[config.mk]
export PLATFORM = sky130hd
export DESIGN_NAME = fft_frame_sched
export DESIGN_NICKNAME = d
export VERILOG_FILES = /design/src/rtl/fft_frame_sched.sv
export SDC_FILE = /design/constraint.sdc
export NUM_CORES = 1
export LEC_CHECK = 0
export ABC_CLOCK_PERIOD_IN_PS = 5100
export BUFFER_PORTS_ARGS = -buffer_cell sky130_fd_sc_hd__buf_2
export CAP_MARGIN = 40
export CORE_AREA = 2 2 629 631
export DETAILED_ROUTE_END_ITERATION = 12
export DIE_AREA = 0 0 631 633
export PLACE_DENSITY = 0.3
export SYNTH_ARGS = -nofsm -noshare
export SYNTH_HDL_FRONTEND = slang
export SYNTH_SLANG_ARGS = --single-unit
[constraint.sdc]
create_clock -name clk -period 5.1 [get_ports clk]
set_input_delay 0.51 -clock clk [delete_from_list [all_inputs] [get_ports clk]]
set_output_delay 0.51 -clock clk [all_outputs]
set_load 0.01 [all_outputs]
[src/rtl/fft_frame_sched.sv]
// Frame sequencer between FIR stream and 16-point FFT core: gathers 16 samples, pulses core_start, drains 16 bins.
// Latency: 16th accept -> core_start 1 cycle, core_valid -> first bin 1 cycle; both handshakes stall without loss.
module fft_frame_sched #(
  parameter int FRAMES  = 64,
  parameter int TIMEOUT = 15
) (
  input  logic         clk,
  input  logic         rst,
  input  logic         fir_valid,
  input  logic [15:0]  fir_d,
  output logic         fir_ready,
  output logic         core_start,
  output logic [511:0] core_x,
  input  logic         core_valid,
  input  logic [511:0] core_re,
  input  logic [511:0] core_im,
  output logic         bin_valid,
  input  logic         bin_ready,
  output logic [3:0]   bin_idx,
  output logic [31:0]  bin_d,
  output logic [9:0]   frame_cnt,
  output logic         done,
  output logic         err
);

  localparam int WD_W = $clog2(TIMEOUT + 1);

  typedef enum logic [2:0] {COLLECT, START, WAIT, DRAIN, DONE} state_t;

  state_t          state;
  logic [4:0]      sample_cnt;
  logic [WD_W-1:0] wd;
  logic [511:0]    frame_buf;
  logic [511:0]    hold_dat;
  logic [511:0]    cap_dat;
  logic [15:0]     unused_core;
  logic            acc;
  logic            full_nxt;
  logic [31:0]     sample_q;

  // Only bits [23:8] of each Q16.16 bin are ever presented, so only those are held.
  for (genvar k = 0; k < 16; k++) begin : g_bin
    assign cap_dat[32*k +: 32] = {core_re[32*k+8 +: 16], core_im[32*k+8 +: 16]};
    assign unused_core[k] = ^{core_re[32*k+24 +: 8], core_re[32*k +: 8],
                              core_im[32*k+24 +: 8], core_im[32*k +: 8]};
  end

  assign fir_ready  = rst && (sample_cnt < 5'd16) && (state != START) && (state != DONE);
  assign acc        = fir_valid && fir_ready;
  // Full as seen after this cycle's accept, so a 16th sample can trigger START directly.
  assign full_nxt   = (sample_cnt == 5'd16) || (acc && (sample_cnt == 5'd15));
  assign sample_q   = {{8{fir_d[15]}}, fir_d, 8'h00};
  assign core_start = (state == START);
  assign bin_valid  = (state == DRAIN);
  assign done       = (state == DONE);
  assign core_x     = frame_buf;
  assign bin_d      = hold_dat[{bin_idx, 5'd0} +: 32];

  always_ff @(posedge clk or negedge rst) begin
    if (!rst) begin
      state      <= COLLECT;
      sample_cnt <= '0;
      wd         <= '0;
      frame_buf  <= '0;
      hold_dat   <= '0;
      bin_idx    <= '0;
      frame_cnt  <= '0;
      err        <= 1'b0;
    end else begin
      if (acc) begin
        frame_buf <= {sample_q, frame_buf[511:32]};
      end
      if (state == START) begin
        sample_cnt <= '0;
      end else if (acc) begin
        sample_cnt <= sample_cnt + 5'd1;
      end

      case (state)
        COLLECT: begin
          if (full_nxt) state <= START;
        end
        START: begin
          wd    <= '0;
          state <= WAIT;
        end
        WAIT: begin
          // Watchdog expires after TIMEOUT full cycles in WAIT.
          if (core_valid) begin
            hold_dat <= cap_dat;
            bin_idx  <= '0;
            state    <= DRAIN;
          end else if (wd == WD_W'(TIMEOUT - 1)) begin
            err   <= 1'b1;
            state <= DONE;
          end else begin
            wd <= wd + WD_W'(1);
          end
        end
        DRAIN: begin
          if (bin_ready) begin
            bin_idx <= bin_idx + 4'd1;
            if (bin_idx == 4'd15) begin
              frame_cnt <= frame_cnt + 10'd1;
              if (frame_cnt == 10'(FRAMES - 1)) state <= DONE;
              else if (full_nxt)                state <= START;
              else                              state <= COLLECT;
            end
          end
        end
        default: state <= DONE;
      endcase
    end
  end

endmodule

# After elaboration in Yosys (flattened, before gate mapping)
# Cells that the tools add are included.
# op_classes
n_bitwise,1
n_shift,1
mux,16
reduce_logical,16
order_cmp,1
n_addsub,4
n_eq_ne,18
# ops
operator,n
512-bit by 10-bit variable part select with 32-bit output,1
3-bit 2-to-1 mux,6
4-bit 2-to-1 mux,4
4-bit case mux with 2 select lines,2
3-bit case mux with 4 select lines,1
3-bit AND reduction,4
10-bit by 1-bit adder with 10-bit output (second input constant),1
10-bit by 6-bit equality test with 1-bit output (second input constant),1
5-bit 2-to-1 mux,2
4-bit by 1-bit adder with 4-bit output (second input constant),2
4-bit equality test (second input constant),2
2-bit inequality test (second input constant),4
3-bit by 2-bit equality test with 1-bit output (second input constant),2
3-bit inequality test (second input constant),2
2-bit nonzero test,3
5-bit by 1-bit adder with 5-bit output (second input constant),1
5-bit by 4-bit equality test with 1-bit output (second input constant),1
5-bit equality test (second input constant),1
1-bit logical AND,5
5-bit less-than comparator (second input constant),1
2-bit by 1-bit inequality test with 1-bit output (second input constant),2
4-bit AND reduction,1
3-bit by 1-bit equality test with 1-bit output (second input constant),1
3-bit equality test (second input constant),1
other kinds (6),6
# totals
out_inout_bits,563
reg_bits,915
in_bits,1045

# Longest topological paths before layout
# Gate-level depths: netlist (run 1).
# depth
word_depth,12
ltp_mapped,8
mapped_depth_nobuf,7

# Least setup slack after synthesis (run 1)
# Ideal clock, no wire load.
# synth_path
kind,reg2out
start,register bin_idx[0]
end,output bin_d[0]
n_path_buf,3
path_stages_with_launch,6
setup_slack_ns,2.670
t_arrival_ns,1.920
cell_sequence,dfrtp_1 -> clkbuf_1 -> buf_6 -> buf_6 -> mux4_2 -> mux4_2
# synth_between
elab_chain_len,1
# synth_rtl
item,line_no,text
"start, declared",19,"output logic [3:0] bin_idx,"
"start signal, assigned",102,bin_idx <= bin_idx + 4'd1;
512-bit by 10-bit variable part select with 32-bit output,57,"assign bin_d = hold_dat[{bin_idx, 5'd0} +: 32];"
"end, declared",20,"output logic [31:0] bin_d,"
# Every way passes these cells.

# Final worst setup path (run 1)
# layout_path
start,register bin_idx[0]
end,output bin_d[1]
# The elaborated chain is that of the path after synthesis.

==> impl_metrics.toml, run 1 <==
[status]
status = "finished clean"

[worst_setup_path]
r2r_cells = 6
worstPathArrival_ns = 3.86
criticalPathCategory = "flop to output pin"
reg2reg_to = "core_x[308]$_DFFE_PN0P_"
r2r_slack_ns = 2.33
cp.required_ns = 4.59
crit_end = "bin_d[1]"
crit_path_end_kind = "output pin"
r2r_start = "state[0]$_DFFE_PN0P_"
cp_max_fo = 38
cp-startpoint = "bin_idx[0]$_DFFE_PN0P_"
startpoint_type = "flop"

[worst_hold_path]
whs_path_depth = 3
worstHoldPathType = "input port to flop"

[floorplan]
rows = 230
pin_count = 1608
die-height_um = 633
dieArea_mm2 = 0.3994
core_area_mm2 = 0.3920
start_util_pct = 9.125
fp.dieW_um = 631

[yosys]
ys.flop_type = "dfrtp_1"
yosys-top-cells-count = "nand2_1, dfrtp_1, buf_4"
synth_top_area_share_pct = 55.62
yosys_warnings = 0
synth.area.top_cells = "dfrtp_1, nand2_1, mux4_2"
synth_most_common_cell = "nand2_1"
netlist_area_mm2 = 0.03577
async_flop_share_pct = 100.0
yosysTopAreaCell = "dfrtp_1"
synth_seq_cells = 795
syn_avg_cell_area_um2 = 9.307
synthCells = 3843
synth.distinct_cells = 48
yosysSeqAreaShare_pct = 55.62
synth_edf_count = 0

[cts]
clk_latency_ns = 0.89
cts_resized = 0
path_clk_slew_ns = 0.06
cts.sinks = 795
root_buffer = "clkbuf_16"
cts_buffers = 115
h-tree-depth = 3
clockBufferDepth = 4
cts_tree = "done"

[placement]
pre_cts_ws_ns = 1.421
dp.cells = 9756
port_buffers = 967
hpwlAfterDp_mm = 158.0
place_congestion = 0.8199

[routing]
vias = 30830
ant_nets = 0
viasPerCell = 2.930
drc = 0
drt-initial-drc-count = 1814
wl_per_cell_um = 19.27
routed_wl_mm = 202.8
drtPass1Iterations = 7

[cells_and_area]
multi_input_area_mm2 = 0.01349
drive_gt1_share_pct = 26.23
seqCellArea_mm2 = 0.01991
instances_no_fill = 10520
fin_nets = 6232
final.fill_count = 44730
synthToLayoutAreaGrowth_pct = 53.32

[sta]
rsz0062_at_grt = "no"
final.min_clock_period_ns = 4.366
fin_ws_ns = 0.7341
tns_ns = 0
max_freq_mhz = 229.0
hold_viol = 0
skew_ns = 0.08678
slew_headroom_pct = 29.84
layout_worst_path_cycle_share_pct = 85.61
worst_pin_slew_ns = 1.052
finalSetupViolCount = 0
maxSlewViolCount = 0

[power]
power_w = 0.02810
peakVddDrop_uv = 285.3
power_density_mw_per_mm2 = 512.5
p_leak_nw = 27.22

[grt]
antenna_found_initial = 122
grt_pass1_wl_mm = 269.9
overflow = 0
grt_pass1_vias = 31230
grt_usage_pct = 9.804
grt_start_max_net_pins = 173

[run]
drv_cap = 0
[power breakdown]
group	internal, W	switching [W]	total, W
logic	0.00349	0.00577	0.00926
clock network	0.00501	0.00340	0.00841
registers	0.00870	0.00174	0.0104
[flip-flops by register name, summed over array words and instances, names as in the netlist]
signal      flops
frame_cnt      10
sample_cnt      5
state           3
wd              4
hold_dat      512
err             1
core_x        256
bin_idx         4
[final cells by class]
class / instances / share of cell area, %
well taps: 5220 / 11.91
clock buffers: 160 / 5.958
flip-flops and latches: 795 / 36.30
multi-input cells: 2701 / 24.60
diodes: 35 / 0.1597
repair buffers: 1560 / 19.92
inverters: 7 / 0.04792
clock inverters: 41 / 1.107
[critical path, cell delays in order (launching register included)]
cell	delay, ns
dfrtp_4	0.91
buf_12	0.39
buf_4	0.34
mux4_2	0.54
mux4_2	0.49
buf_2	0.16
[through the flow]
step                area, um2  hold WS (ns)  utilization [%]
finish                  54840        0.1168            13.99
global route            54780       0.07947            13.98
CTS                     54750       0.01399            13.97
detailed placement      45600        0.4565            11.63
global placement        45510        0.4551            11.61
floorplan               36240        0.2144                -
[cells by family (layout without fill, tap and decap cells)]
group | count (synthesis) | after routing | synth area share [%]
other cells | 1 | 163 | 0.01048
flops | 795 | 795 | 55.62
xor+xnor | 14 | 14 | 0.3428
mux | 162 | 162 | 10.13
simple gates | 2365 | 2365 | 25.04
buf+inv | 474 | 1768 | 8.085
compound gates | 25 | 25 | 0.5142
fa+ha+maj | 7 | 7 | 0.2449
[timing repair]
action	CTS	global route
endpoints found under the hold margin	583	0
setup endpoints to repair	0	0
hold buffers	527	0
setup buffers	0	0
[layer usage]
| metal | up-vias | track usage [%] | part of all wire [%] |
|---|---|---|---|
| li1 | 14430 | - | - |
| met1 | 15100 | 12.89 | 45 |
| met2 | 920 | 15.52 | 45 |
| met3 | 312 | 2.612 | 6.4 |
| met4 | 58 | 3.151 | 3.2 |
| met5 | - | 0 | 0.17 |
[placed cells by master, fill, tap and decap left out, types with 3 or more instances in the layout]
cell type	n
nand2_1	2317
buf_2	966
dfrtp_1	791
dlygate4sd3_1	527
mux4_2	160
conb_1	128
clkbuf_16	115
buf_4	42
diode_2	35
clkbuf_1	23
clkbuf_8	22
buf_12	22
clkinv_2	14
nor2_1	13
nand3_1	12
bufinv_16	11
xnor2_1	9
ha_1	7
inv_1	6
xor2_1	5
clkinv_4	5
nand4_1	4
o21ai_0	4
clkinvlp_4	4
nor3_1	3
a21oi_1	3
dfrtp_4	3
clkinv_16	3
inv_6	3
[how the worst min path moves through the flow]
stage / slack, ns / start / endpoint
after floorplan: 0.21 / rst / bin_idx[0]$_DFFE_PN0P_
after global placement: 0.46 / hold_dat[496]$_DFFE_PN0P_ / hold_dat[496]$_DFFE_PN0P_
after detailed placement: 0.46 / hold_dat[335]$_DFFE_PN0P_ / hold_dat[335]$_DFFE_PN0P_
after CTS: 0.01 / fir_d[0] / core_x[488]$_DFFE_PN0P_
after global routing: 0.08 / fir_d[0] / core_x[488]$_DFFE_PN0P_
final: 0.12 / core_re[278] / hold_dat[286]$_DFFE_PN0P_
Note: power is estimated with default switching activity, not from simulation.
==> run 2, diff against run 1 <==
Settings changed: ABC_AREA from default to 1, CORE_AREA 2 2 629 631 to 2 2 618 620, DIE_AREA 0 0 631 633 to 0 0 620 622, GPL_TIMING_DRIVEN from default to 1.
==> run 2 against run 1 <==
  * Flip-flop and latch count stayed put
  * Critical path depth grew 4
  * Power grew 23%
  * Global-route usage grew 1.5 points
  * Clock-buffer cell count up 11
  * Synthesized cell count grew 17%
==> impl_metrics.toml, run 2 <==
[status]
status = "finished clean"

[grt]
use_met2_pct = 17.62
grt_usage_pct = 11.26
grt_start_max_net_pins = 169
grt-busiest-layer = "met2"
antenna_found_initial = 76
grt_util_met3_pct = 1.883
met1_usage_pct = 15.66
overflow = 0
grt_pass1_wl_mm = 300.4
grt_pass1_vias = 35680

[sta]
finalSetupViolCount = 0
max_freq_mhz = 222.5
hold_viol = 0
tns_ns = 0
worst_pin_slew_ns = 1.172
fin_ws_ns = 0.6048
hold_ws_ns = 0.1805
slew_headroom_pct = 21.87
rsz0062_at_grt = "no"
skew_ns = 0.1051
layout_worst_path_cycle_share_pct = 88.14
final.min_clock_period_ns = 4.495
maxSlewViolCount = 0

[yosys]
synth_edf_count = 0
syn_avg_cell_area_um2 = 8.124
synth.area.top_cells = "dfrtp_1, nand2_1, buf_4"
synthCells = 4509
synth_top_area_share_pct = 54.31
yosysSeqAreaShare_pct = 54.31
synth_seq_cells = 795
netlist_area_mm2 = 0.03663
synth.distinct_cells = 33
yosys-top-cells-count = "nand2_1, dfrtp_1, o21ai_0"
ys.flop_type = "dfrtp_1"
async_flop_share_pct = 100.0
yosysTopAreaCell = "dfrtp_1"
synth_most_common_cell = "nand2_1"
yosys_warnings = 0

[cells_and_area]
final.fill_count = 43500
layout_common_cells = "nand2_1, buf_2, dfrtp_1, dlygate4sd3_1, o21ai_0"
synthToLayoutAreaGrowth_pct = 51.45
largest_register_ffs = 512
final_common_cell = "nand2_1"
largest-register = "hold_dat"
fin_area_mm2 = 0.05547
drive_gt1_share_pct = 21.84
fin_nets = 6900

[floorplan]
fp.dieW_um = 620
core_area_mm2 = 0.3783
rows = 226
die-height_um = 622
pin_count = 1608
dieArea_mm2 = 0.3856
start_util_pct = 9.681

[worst_setup_path]
worstPathArrival_ns = 3.99
path_delay_family = "buffers and inverters"
cp_max_fo = 50
criticalPathCategory = "flop to output pin"
crit_path_end_kind = "output pin"
cp_slowest_cell = "dfrtp_4"
max_stage_delay_ns = 0.63
path_cells = "inv_8 > buf_12 > nor2_1 > nor2_1 > o21ai_0 > o211ai_1 > nand3_1 > nand2_1 > buf_2"
cp.required_ns = 4.59
startpoint_type = "flop"
cp_common_cell = "nor2_1"
cp_num_buf_inv = 3

[placement]
place_area_mm2 = 0.04625
place_congestion = 0.7780
pre_cts_ws_ns = 1.445
hpwlAfterDp_mm = 170.8
port_buffers = 967

[cts]
clk_latency_ns = 0.90
clockBufferDepth = 4
h-tree-depth = 3
path_clk_slew_ns = 0.06
ctsHoldBuffers = 531
cts_buffers = 116
cts_tree = "done"
postCtsSetupRepairBufs = 0
cts.sinks = 795
root_buffer = "clkbuf_16"
cts_resized = 0

[routing]
vias = 34810
routed_wl_mm = 224.3
drtPass1Iterations = 7
viasPerCell = 3.167
wl_per_cell_um = 20.41
drt-initial-drc-count = 2127
drc = 0
ant_nets = 0

[run]
drv_cap = 0

[power]
power_density_mw_per_mm2 = 623.3
peakVddDrop_uv = 291.9
p_leak_nw = 26.74

[worst_hold_path]
worstHoldPathType = "input port to flop"
==> run 2: logic make-up (layout without fill, tap and decap cells) <==
logic type,after synthesis,after routing,synth area share (%)
compound gates,681,681,10.22
buf+inv,690,1994,10.82
flops,795,795,54.31
other cells,1,164,0.01024
simple gates,2324,2324,24.13
xor+xnor,10,10,0.2391
mux,1,1,0.03074
fa+ha+maj,7,7,0.2391
==> run 2: area by class of cell <==
class	count	area [um2]	area share (%)
Sequential cell	795	19910	35.88
Multi-Input combinational cell	3151	13260	23.91
Timing Repair Buffer	1626	11510	20.75
Tap cell	5016	6276	11.31
Clock buffer	171	3391	6.112
Inverter	158	616.8	1.112
Clock inverter	39	424.2	0.7646
Antenna cell	36	90.09	0.1624
==> run 2: report_power, final <==
part | total (W) | leakage, nW | switching, W | internal [W]
logic | 0.0147 | 14.7 | 0.0102 | 0.00456
clock network | 0.00832 | 1.88 | 0.00343 | 0.00489
registers | 0.0115 | 10.1 | 0.00236 | 0.00916
==> run 2: path summary, 6_finish.rpt <==
| check | from | to | slack (ns) | depth (start not counted) |
|---|---|---|---|---|
| setup / recovery | bin_idx[0]$_DFFE_PN0P_ | bin_d[2] | 0.60 | 9 |
| hold / removal | fir_valid | state[2]$_DFFE_PN0P_ | 0.18 | 5 |
| setup reg to reg | state[2]$_DFFE_PN0P_ | hold_dat[481]$_DFFE_PN0P_ | 2.21 | 7 |
| hold reg to reg | hold_dat[286]$_DFFE_PN0P_ | hold_dat[286]$_DFFE_PN0P_ | 0.46 | 2 |
| max in group asynchronous | rst | core_x[174]$_DFFE_PN0P_ | 3.04 | 4 |
| min in group asynchronous | rst | hold_dat[152]$_DFFE_PN0P_ | 0.39 | 3 |
==> run 2: worst reg2reg max path: cells and delay by family, from the launching register on <==
kind / cells / cell delay, ns
flops: 1 / 0.44
buf+inv: 2 / 1.25
simple gates: 5 / 1.20
==> run 2: layer usage <==
metal / wire length, um / up-vias
met5: 51 / -
met4: 7048 / 10
met3: 11410 / 278
met2: 98720 / 1142
met1: 107100 / 16840
li1: - / 16550
==> run 2: stage by stage <==
stage	util, %	total power [W]	instances
floorplan	-	0.01802	4636
global placement	12.12	0.02641	10180
detailed placement	12.23	0.02678	10220
CTS	14.64	0.03587	10960
global route	14.65	0.03745	10970
finish	14.66	0.03457	10990
==> run 3, diff against run 2 <==
Settings changed: ABC_CLOCK_PERIOD_IN_PS 5100 to 5800, CELL_PAD_IN_SITES_DETAIL_PLACEMENT from default to 0, CELL_PAD_IN_SITES_GLOBAL_PLACEMENT from default to 2, PLACE_DENSITY 0.3 to 0.38.
Clock period 5.1 ns to 5.8 ns, I/O delays scaled along.
==> run 3 against run 2 <==
  * Core utilization is essentially flat
  * Via count increased by 0.27%
  * Global-route usage up 1.0 points
  * Clock-buffer cell count up 24
  * Design area barely moved
  * Critical path depth is 1 lower
  * Worst hold slack got worse by 0.10 ns
  * Worst setup slack gained 0.59 ns
  * Sequential share of layout area is essentially flat
  * Cell count fell by 0.20%
  * Die area unchanged
==> impl_metrics.toml, run 3 (synthesis results as in run 2) <==
[status]
status = "finished clean"

[grt]
grt_pass1_vias = 36270
grt_start_max_net_pins = 159
grt_usage_pct = 12.26
antenna_found_initial = 118
grt_pass1_wl_mm = 325.4
overflow = 0

[power]
power_w = 0.03024
power_density_mw_per_mm2 = 545.3
p_leak_nw = 26.71
peakVddDrop_uv = 239.2

[sta]
slew_headroom_pct = 29.12
rsz0062_at_grt = "no"
maxSlewViolCount = 0
skew_ns = 0.05837
max_freq_mhz = 217.1
layout_worst_path_cycle_share_pct = 79.42
worst_pin_slew_ns = 1.063
tns_ns = 0
hold_viol = 0
finalSetupViolCount = 0
final.min_clock_period_ns = 4.607

[worst_setup_path]
max_stage_delay_ns = 0.66
criticalPathCategory = "flop to output pin"
worstPathArrival_ns = 4.03
cp_max_fo = 71
cp_common_cell = "nor2_1"
crit_path_end_kind = "output pin"
cp_slowest_cell = "dfrtp_4"
startpoint_type = "flop"
cp.required_ns = 5.22
path_cells = "inv_8 > nor2_1 > nor2_1 > o21ai_0 > o211ai_1 > nand3_1 > nand2_1 > buf_2"

[worst_hold_path]
worstHoldPathType = "input port to flop"

[cells_and_area]
synthToLayoutAreaGrowth_pct = 51.37
instances_no_fill = 10970
fin_nets = 6890
fin_area_mm2 = 0.05545
drive_gt1_share_pct = 21.56
final_common_cell = "nand2_1"
layout_common_cells = "nand2_1, buf_2, dfrtp_1, dlygate4sd3_1, o21ai_0"
largest_register_ffs = 512
largest-register = "hold_dat"

[cts]
postCtsSetupRepairBufs = 0
cts_buffers = 124
h-tree-depth = 3
root_buffer = "clkbuf_16"
cts_tree = "done"
clk_latency_ns = 0.91
cts.sinks = 795
path_clk_slew_ns = 0.06
clockBufferDepth = 4

[routing]
wl_per_cell_um = 22.12
drt-initial-drc-count = 1607
drtPass1Iterations = 5
ant_nets = 0
viasPerCell = 3.182
drc = 0
routed_wl_mm = 242.6
vias = 34910

[placement]
hpwlAfterDp_mm = 183.5
place_congestion = 0.7613
place_area_mm2 = 0.04616
dp.cells = 10210
port_buffers = 967

[floorplan]
pin_count = 1608
rows = 226
die-height_um = 622
core_area_mm2 = 0.3783
fp.dieW_um = 620
start_util_pct = 9.681
dieArea_mm2 = 0.3856

[run]
drv_cap = 0
==> run 3: through the flow <==
stage	util, %	hold slack [ns]	setup WS [ns]
floorplan	-	0.2844	3.709
global placement	12.10	0.4500	1.692
detailed placement	12.20	0.4540	1.898
CTS	14.64	0.01187	0.8551
global route	14.64	0.02123	0.8183
finish	14.66	0.07789	1.194
==> run 3: power by group <==
part	switching [W]	internal (W)	leakage (nW)	total, W
Combinational	0.00861	0.00384	14.6	0.0124
Clock	0.00313	0.00454	1.94	0.00767
Sequential	0.00206	0.00806	10.1	0.0101
==> run 3: per-layer routing <==
layer | track usage, % | vias up | part of all wire (%) | wire, um
met5 | 0 | - | 0.080 | 194
met4 | 2.446 | 30 | 2.4 | 5705
met3 | 2.416 | 372 | 4.9 | 11830
met2 | 20.20 | 1049 | 46 | 111500
met1 | 16.52 | 16900 | 47 | 113400
li1 | - | 16560 | - | -
==> run 3: final timing paths <==
path | endpoint | cells after the start | from | slack (ns)
setup / recovery | bin_d[5] | 8 | bin_idx[0]$_DFFE_PN0P_ | 1.19
hold reg to reg | hold_dat[469]$_DFFE_PN0P_ | 2 | hold_dat[469]$_DFFE_PN0P_ | 0.46
min in group asynchronous | core_x[491]$_DFFE_PN0P_ | 2 | rst | 0.20
max in group asynchronous | hold_dat[494]$_DFFE_PN0P_ | 6 | rst | 3.43
setup reg to reg | core_x[204]$_DFFE_PN0P_ | 10 | state[2]$_DFFE_PN0P_ | 2.91
hold / removal | hold_dat[125]$_DFFE_PN0P_ | 3 | core_re[117] | 0.08
==> run 3: critical path: cells and delay by family, from the launching register on <==
kind | cells | cell delay [ns]
compound gates | 2 | 0.68
buf+inv | 2 | 0.73
flops | 1 | 0.66
simple gates | 4 | 0.85
==> run 3: area by class of cell <==
| class | instances | area [um2] |
|---|---|---|
| inverter | 158 | 618.1 |
| sequential | 795 | 19910 |
| multi-input combinational | 3151 | 13250 |
| fill | 43600 | 322900 |
| clock inverter | 20 | 341.6 |
| antenna | 27 | 67.56 |
| tap | 5016 | 6276 |
| timing repair buffer | 1608 | 11320 |
| clock buffer | 195 | 3660 |
==> run 3: repair_timing <==
action	CTS	global route
gates resized for setup	0	0
endpoints found under the setup margin	0	0
hold buffers	521	0
hold endpoints to repair	540	0
